<file path="src/rtl/synth_cmd_spi_tx.sv">
// rtl/synth_cmd_spi_tx.sv - SPI mode-0 master that frames synth commands (cmd byte + payload, MSB first).
// Optional echo compare of rx bytes against the previous tx byte: SPI_ECHO_CHECK_EN.
module synth_cmd_spi_tx #(
  parameter int CLK_DIV     = 4,
  parameter int GAP_CYCLES  = 8,
  parameter int IDLE_CYCLES = 16
) (
  input  logic        clk,
  input  logic        reset,
  input  logic        cmd_valid,
  output logic        cmd_ready,
  input  logic [7:0]  cmd_id,
  input  logic [15:0] cmd_data,
  output logic        cmd_err,
  output logic        busy,
  output logic        spi_sclk,
  output logic        spi_mosi,
  output logic        spi_nss,
  input  logic        spi_miso,
  output logic [7:0]  rx_byte,
  output logic        rx_valid
`ifdef SPI_ECHO_CHECK_EN
  ,
  output logic        echo_err
`endif
);

  typedef enum logic [2:0] {IDLE, LEAD, SHIFT, GAP, TRAIL, HOLD} state_t;

  state_t      state_q, state_d;
  logic [15:0] cnt_q, cnt_d;
  logic [2:0]  bit_q, bit_d;
  logic [1:0]  left_q, left_d;
  logic [23:0] shreg_q, shreg_d;
  logic [7:0]  rxsh_q, rxsh_d;
  logic [7:0]  rx_byte_q, rx_byte_d;
  logic        rx_valid_q, rx_valid_d;
  logic        sclk_q, sclk_d;
  logic        nss_q, nss_d;
  logic        mosi_q, mosi_d;
  logic        err_q, err_d;
  logic        accept;
  logic        known_id;

  assign cmd_ready = (state_q == IDLE) && !reset;
  assign accept    = cmd_valid && cmd_ready;
  assign known_id  = (cmd_id == 8'd1) || (cmd_id == 8'd2);

  always_comb begin
    state_d    = state_q;
    cnt_d      = cnt_q + 16'd1;
    bit_d      = bit_q;
    left_d     = left_q;
    shreg_d    = shreg_q;
    rxsh_d     = rxsh_q;
    rx_byte_d  = rx_byte_q;
    rx_valid_d = 1'b0;
    sclk_d     = sclk_q;
    nss_d      = nss_q;
    mosi_d     = mosi_q;
    err_d      = 1'b0;
    case (state_q)
      IDLE: begin
        cnt_d = 16'd0;
        if (accept) begin
          if (known_id) begin
            state_d = LEAD;
            nss_d   = 1'b0;
            bit_d   = 3'd0;
            mosi_d  = cmd_id[7];
            if (cmd_id == 8'd1) begin
              shreg_d = {cmd_id, cmd_data};
              left_d  = 2'd3;
            end else begin
              shreg_d = {cmd_id, cmd_data[7:0], 8'h00};
              left_d  = 2'd2;
            end
          end else begin
            err_d = 1'b1;
          end
        end
      end
      LEAD: begin
        if (cnt_q == 16'(CLK_DIV - 1)) begin
          state_d = SHIFT;
          cnt_d   = 16'd0;
        end
      end
      SHIFT: begin
        if (cnt_q == 16'(CLK_DIV - 1)) begin
          cnt_d  = 16'd0;
          sclk_d = !sclk_q;
          if (!sclk_q) begin
            rxsh_d = {rxsh_q[6:0], spi_miso};
          end else begin
            // The shift register runs across byte boundaries, so bit 22 is
            // always the next bit to present, including the next byte's MSB.
            shreg_d = {shreg_q[22:0], 1'b0};
            bit_d   = bit_q + 3'd1;
            mosi_d  = shreg_q[22];
            if (bit_q == 3'd7) begin
              rx_byte_d  = rxsh_q;
              rx_valid_d = 1'b1;
              left_d     = left_q - 2'd1;
              if (left_q > 2'd1) begin
                state_d = GAP;
              end else begin
                state_d = TRAIL;
                mosi_d  = 1'b0;
              end
            end
          end
        end
      end
      GAP: begin
        if (cnt_q == 16'(GAP_CYCLES - 1)) begin
          state_d = SHIFT;
          cnt_d   = 16'd0;
        end
      end
      TRAIL: begin
        if (cnt_q == 16'(CLK_DIV - 1)) begin
          state_d = HOLD;
          nss_d   = 1'b1;
          cnt_d   = 16'd0;
        end
      end
      HOLD: begin
        if (cnt_q == 16'(IDLE_CYCLES - 1)) begin
          state_d = IDLE;
          cnt_d   = 16'd0;
        end
      end
      default: begin
        state_d = IDLE;
        cnt_d   = 16'd0;
      end
    endcase
  end

  always_ff @(posedge clk) begin
    if (reset) begin
      state_q    <= IDLE;
      cnt_q      <= 16'd0;
      bit_q      <= 3'd0;
      left_q     <= 2'd0;
      shreg_q    <= 24'd0;
      rxsh_q     <= 8'd0;
      rx_byte_q  <= 8'd0;
      rx_valid_q <= 1'b0;
      sclk_q     <= 1'b0;
      nss_q      <= 1'b1;
      mosi_q     <= 1'b0;
      err_q      <= 1'b0;
    end else begin
      state_q    <= state_d;
      cnt_q      <= cnt_d;
      bit_q      <= bit_d;
      left_q     <= left_d;
      shreg_q    <= shreg_d;
      rxsh_q     <= rxsh_d;
      rx_byte_q  <= rx_byte_d;
      rx_valid_q <= rx_valid_d;
      sclk_q     <= sclk_d;
      nss_q      <= nss_d;
      mosi_q     <= mosi_d;
      err_q      <= err_d;
    end
  end

  assign busy     = (state_q != IDLE);
  assign spi_sclk = sclk_q;
  assign spi_mosi = mosi_q;
  assign spi_nss  = nss_q;
  assign rx_byte  = rx_byte_q;
  assign rx_valid = rx_valid_q;
  assign cmd_err  = err_q;

`ifdef SPI_ECHO_CHECK_EN
  logic [1:0]  idx_q, idx_d;
  logic [23:0] frame_q, frame_d;
  logic        echo_q, echo_d;
  logic [7:0]  echo_exp;

  // Byte n of the frame should echo tx byte n-1; byte 0 has nothing to echo.
  assign echo_exp = (idx_q == 2'd1) ? frame_q[23:16] : frame_q[15:8];

  always_comb begin
    idx_d   = idx_q;
    frame_d = frame_q;
    echo_d  = echo_q;
    if (accept) begin
      idx_d   = 2'd0;
      frame_d = shreg_d;
      echo_d  = 1'b0;
    end else if (rx_valid_d) begin
      idx_d = idx_q + 2'd1;
      if ((idx_q != 2'd0) && (rxsh_q != echo_exp)) begin
        echo_d = 1'b1;
      end
    end
  end

  always_ff @(posedge clk) begin
    if (reset) begin
      idx_q   <= 2'd0;
      frame_q <= 24'd0;
      echo_q  <= 1'b0;
    end else begin
      idx_q   <= idx_d;
      frame_q <= frame_d;
      echo_q  <= echo_d;
    end
  end

  assign echo_err = echo_q;
`endif

endmodule

</file>
<file path="config.mk">
export PLATFORM = sky130hd
export DESIGN_NAME = synth_cmd_spi_tx
export DESIGN_NICKNAME = d
export VERILOG_FILES = /design/src/rtl/synth_cmd_spi_tx.sv
export SDC_FILE = /design/constraint.sdc
export NUM_CORES = 1
export LEC_CHECK = 0
export ABC_AREA = 1
export BUFFER_PORTS_ARGS = -buffer_cell sky130_fd_sc_hd__buf_4
export CAP_MARGIN = 20
export CORE_MARGIN = 2
export CORE_UTILIZATION = 60
export DETAILED_ROUTE_END_ITERATION = 7
export GPL_ROUTABILITY_DRIVEN = 0
export PLACE_DENSITY = 0.81
export SYNTH_ARGS = -nofsm -noshare
export SYNTH_HDL_FRONTEND = slang
export SYNTH_SLANG_ARGS = --single-unit
</file>
<file path="constraint.sdc">
create_clock -name clk -period 4.6 [get_ports clk]
set_clock_uncertainty 0.1 [all_clocks]
set_input_delay 0.69 -clock clk [delete_from_list [all_inputs] [get_ports clk]]
set_output_delay 0.69 -clock clk [all_outputs]
set_load 0.02 [all_outputs]
</file>
## Yosys cells after proc, flatten, opt, wreduce, memory -nomap -nowiden

Cells that the tools add are included.

| operators by class | value |
|---|---|
| order comparisons | 1 |
| equal/unequal tests | 20 |
| bitwise logic cells | 5 |
| add/subtract/negate cells | 3 |
| reductions and logical operators | 19 |
| multiplexer cells | 46 |

Operators by type and width:

| kind | count |
|---|---|
| $mux 23 | 4 |
| $mux 16 | 4 |
| $pmux 16 s3 | 1 |
| $pmux 23 s2 | 1 |
| $mux 3 | 14 |
| $ne 2x2->1 const B | 9 |
| $pmux 3 s6 | 1 |
| $add 16x1->16 const B | 1 |
| $eq 16x2->1 const B | 1 |
| $eq 16x3->1 const B | 1 |
| $eq 16x4->1 const B | 1 |
| $mux 1 | 12 |
| $mux 2 | 5 |
| $eq 3x3->1 const B | 3 |
| $reduce_and 9->1 | 1 |
| $eq 8x1->1 const B | 1 |
| $eq 8x2->1 const B | 1 |
| $reduce_and 4->1 | 2 |
| $eq 3x2->1 const B | 2 |
| $pmux 3 s2 | 1 |
| $reduce_and 6->1 | 1 |
| $reduce_or 3->1 | 2 |
| $not 1->1 | 5 |
| $reduce_and 5->1 | 1 |
| 15 further kinds | 19 |

| word-level totals | value |
|---|---|
| logic and storage cells | 106 |
| register bits after elaboration | 68 |

## Depth between registers and ports, before layout

| logic depth | value |
|---|---|
| word-level depth | 6 |
| depth in mapped cells | 12 |
| gate-level depth less buffers | 11 |

## Least setup slack after synthesis

OpenSTA, ideal clock, no wires.

| timing path | value |
|---|---|
| path type | input -> register |
| start | input port cmd_id[2] |
| end | register shreg_q[6] |
| stages on the path | 7 |
| data arrival time | 1683 ps |
| library setup time | 64 ps |
| data required time | 4436 ps |
| buffers on the path | 0 |
| slack | 2753 ps |
| path through | nor2_1 -> nand3_1 -> nor3_2 -> nand2_1 -> o21ai_0 -> nor2_1 -> nor2_1 |

| on the way | value |
|---|---|
| cells in the longest elaborated chain, start to end | 5 |

Ends and longest elaborated chain:

| element | line | text |
|---|---|---|
| start: declaration | 12 | `input logic [7:0] cmd_id,` |
| $eq 8x1->1 | 47, 71 |  |
| $mux 16 | 71 | `if (cmd_id == 8'd1) begin` |
| $mux 23 | 66 | `if (known_id) begin` |
| $mux 23 | 65 | `if (accept) begin` |
| $pmux 23 s2 | 62 | `case (state_q)` |
| end signal: assignment | 160 | `shreg_q <= shreg_d;` |
| end: declaration | 34 | `logic [23:0] shreg_q, shreg_d;` |

Parallel ways exist; a longest one is shown, timed or not. The select of a mux whose other input is x is not followed.
A chain may end at the register's enable or synchronous reset.

## Worst setup path after layout

| timing path | value |
|---|---|
| start | register cnt_q[0] |
| end | register shreg_q[8] |

| on the way | value |
|---|---|
| cells in the longest elaborated chain, start to end | 3 |

Ends and longest elaborated chain:

| element | line | text |
|---|---|---|
| start: declaration | 31 | `logic [15:0] cnt_q, cnt_d;` |
| start signal: assignment | 157 | `cnt_q <= cnt_d;` |
| $eq 16x2->1 | 90 | `if (cnt_q == 16'(CLK_DIV - 1)) begin` |
| $ne 2x2->1 (no line) | n/a |  |
| $reduce_and 5->1 (no line) | n/a |  |

Every way passes these cells.

==> results_dict.tcl <==
set metrics [dict create \
    status "finished clean" \
    setup_slack_ns 2.25 \
    avgSynthCellArea_um2 6.62 \
    synth_top_family_by_area "simple AND/OR/NAND/NOR gates" \
    r2r_cells 10 \
    slew_violations 0 \
    diodes 0 \
    min_from "rxsh_q[7]" \
    cts_root_buffer "clkbuf_8" \
    hold_path.class "reg -> reg" \
    fin_util 0.718 \
    fmax_mhz 425 \
    grt_usage 0.254 \
    preCtsSetupSlack_ns 1.98 \
    regArea_um2 1360 \
    synth_xor_area_frac 0.0204 \
    multiInputGateArea_um2 1740 \
    areaGrowthSynthToFinish_pct 15.2 \
    cts_tree "yes" \
    cts_resized 0 \
    yosysWarnings 0 \
    required_ns 4.73 \
    worstPathArrival_ns 2.48 \
    r2r_slack_ns 2.25 \
    clk_pin_slew_ns 0.07 \
    slowest_delay_ns 0.40 \
    final_cells 631 \
    cp_slowest_cell "dfxtp_1" \
    synthMuxAreaShare 0 \
    p_total_mw 1.20 \
    yosys.area_share.simple 0.356 \
    worstSkewPairLatency_ns 0.34 \
    die-width_um 79.7 \
    ys_seq_area_frac 0.396 \
    gr-total-overflow 0 \
    rsz0062_at_grt "false" \
    power.leakage_nw 1.81 \
    fillCellCount 472 \
    htreeDepth 3 \
    cp-end-kind "flip-flop" \
    avgRoutedWirePerCell_um 11.9 \
    drive_gt1_frac 0.145 \
    place_area_um2 3740 \
    layout_commonest_cell "nand2_1" \
    ios 43 \
    powerDensity_nw_per_um2 305 \
    critPathTopFamily "simple AND/OR/NAND/NOR gates" \
    crit_chain "ha_1 -> nand3_1 -> nor2_1 -> nand2_2 -> inv_2 -> nand2_1 -> nand2_2 -> nand2_4 -> a21oi_1 -> nor2_1" \
    ant_nets 0 \
    peakVddDrop_v 0.000276 \
    antenna_found_initial 0 \
    vias_per_cell 5.27 \
    synth_nets 552 \
    r2r-start "cnt_q[0]" \
    max_slew_margin 0.639 \
    critPathMaxFanout 37 \
    routed.top_layer "met4" \
    setup_viol 0 \
    r2r-end "shreg_q[8]" \
    whs_endpoint "rxsh_q[7]" \
    place_inst 616 \
    synth_cells 519 \
    hold_viol_final 0 \
    fin_area_um2 3960 \
    synth_compound_area_frac 0.111 \
    hpwl_um 5270 \
    setup_tns_ns 0 \
    wl_met3_um 374 \
    dieArea_um2 6350 \
    maxCapViolCount 0 \
    clockBufferDepth 2 \
    cts_made_buffers 9 \
    grt_pass1_vias 2987 \
    grt_pass1_wl_um 12800 \
    drt_iter0_drc 226 \
    cts_sinks 68 \
    routed_wl_um 7520 \
    wl_met1_um 3440 \
    dr.pass1.iters 6 \
    coreArea_um2 5510 \
    crit_buf_inv 1 \
    syn_area_um2 3430 \
    postCtsSetupBuffers 0 \
    criticalPathCategory "reg -> reg" \
    num_vias 3323 \
    rows 27 \
    worst_pin_slew_ns 0.539 \
    ctsHoldBuffers 0 \
    grt_max_degree 43 \
    start_kind "flip-flop" \
    start_util 0.624 \
    hold-path-cell-count 2 \
    whs_ns 0.352 \
    final_nets 588 \
    synthAdderAreaFrac 0.0182 \
    final_cell_mix "nand2_1, nor2_1, dfxtp_1" \
    wl_met2_um 3560 \
    drc 0 \
    ys_types 34 \
    dieHeight_um 79.7 \
    min_period_ns 2.35 \
    ys_ff_latch 68 \
    fin_crit_sh 0.511 \
    port_buffers 42 \
]
==> worst min-delay path: stages (launching register included) <==
cell     delay (ns)
dfxtp_1        0.31
inv_1          0.05
a21oi_1        0.05
==> flip-flops by register name, indices dropped and copies added, names as in the netlist <==
signal,flops
bit_q,3
cmd_err,1
cnt_q,16
left_q,2
rx_byte,8
rx_valid,1
rxsh_q,8
shreg_q,23
spi_mosi,1
spi_nss,1
spi_sclk,1
state_q,3
==> routing by layer <==
layer | up-vias | track usage
li1 | 1699 | -
met1 | 1516 | 0.315
met2 | 94 | 0.434
met3 | 14 | 0.0419
met4 | 0 | 0.105
met5 | - | 0
==> final cells by class <==
class,instances,share of cell area
multi-input cells,373,0.440
flip-flops and latches,68,0.344
repair buffers,43,0.0816
inverters,60,0.0576
clock buffers,9,0.0313
clock inverters,6,0.0228
well taps,72,0.0228
==> synth_stat cells <==
| cell type | n | share of area |
|---|---|---|
| nor2_8 | 1 | 0.0058 |
| xnor2_1 | 2 | 0.0051 |
| nand4_1 | 2 | 0.0036 |
| buf_2 | 7 | 0.010 |
| a31o_2 | 1 | 0.0026 |
| ha_1 | 5 | 0.018 |
| nor3_1 | 1 | 0.0015 |
| buf_4 | 2 | 0.0044 |
| dfxtp_1 | 68 | 0.40 |
| nand4_2 | 1 | 0.0036 |
| nand2_4 | 1 | 0.0033 |
| xor2_1 | 6 | 0.015 |
| nor2_4 | 3 | 0.0098 |
| nand2_1 | 134 | 0.15 |
| o21ai_0 | 34 | 0.050 |
| buf_6 | 3 | 0.0098 |
| inv_1 | 53 | 0.058 |
| nor3_2 | 2 | 0.0058 |
| nand3_1 | 40 | 0.058 |
| nand2_2 | 3 | 0.0055 |
| nand3b_1 | 1 | 0.0022 |
| inv_4 | 1 | 0.0018 |
| a21boi_0 | 1 | 0.0022 |
| clkbuf_1 | 6 | 0.0066 |
| o22ai_1 | 1 | 0.0018 |
| o21bai_1 | 1 | 0.0022 |
| nor2_1 | 91 | 0.099 |
| a21oi_1 | 34 | 0.050 |
| or2_2 | 2 | 0.0036 |
| o211ai_1 | 1 | 0.0022 |
| nor2_2 | 2 | 0.0036 |
| inv_2 | 6 | 0.0066 |
| and3_1 | 2 | 0.0036 |
| o21ai_1 | 1 | 0.0015 |
==> worst max path at each step <==
stage / start / end / slack [ns] / cells after the start
3_5_place_dp: cmd_id[7] / shreg_q[12] / 1.98 / 9
6_report: cnt_q[0] / shreg_q[8] / 2.25 / 10
3_3_place_gp: cmd_id[4] / shreg_q[11] / 2.06 / 9
5_1_grt: cnt_q[0] / shreg_q[12] / 2.00 / 11
4_1_cts: cnt_q[0] / shreg_q[8] / 2.26 / 10
2_1_floorplan: cmd_id[2] / shreg_q[6] / 2.75 / 7
==> where the power goes <==
group | internal (mW) | switching, mW
logic | 0.0312 | 0.0453
registers | 0.590 | 0.00200
clock network | 0.303 | 0.233
total | 0.925 | 0.280
==> logic make-up after synthesis <==
family          after synthesis
compound gates               74
xor+xnor                      8
fa+ha+maj                     5
buf+inv                      78
flops                        68
simple gates                286
Note: power is estimated with default switching activity, not from simulation.
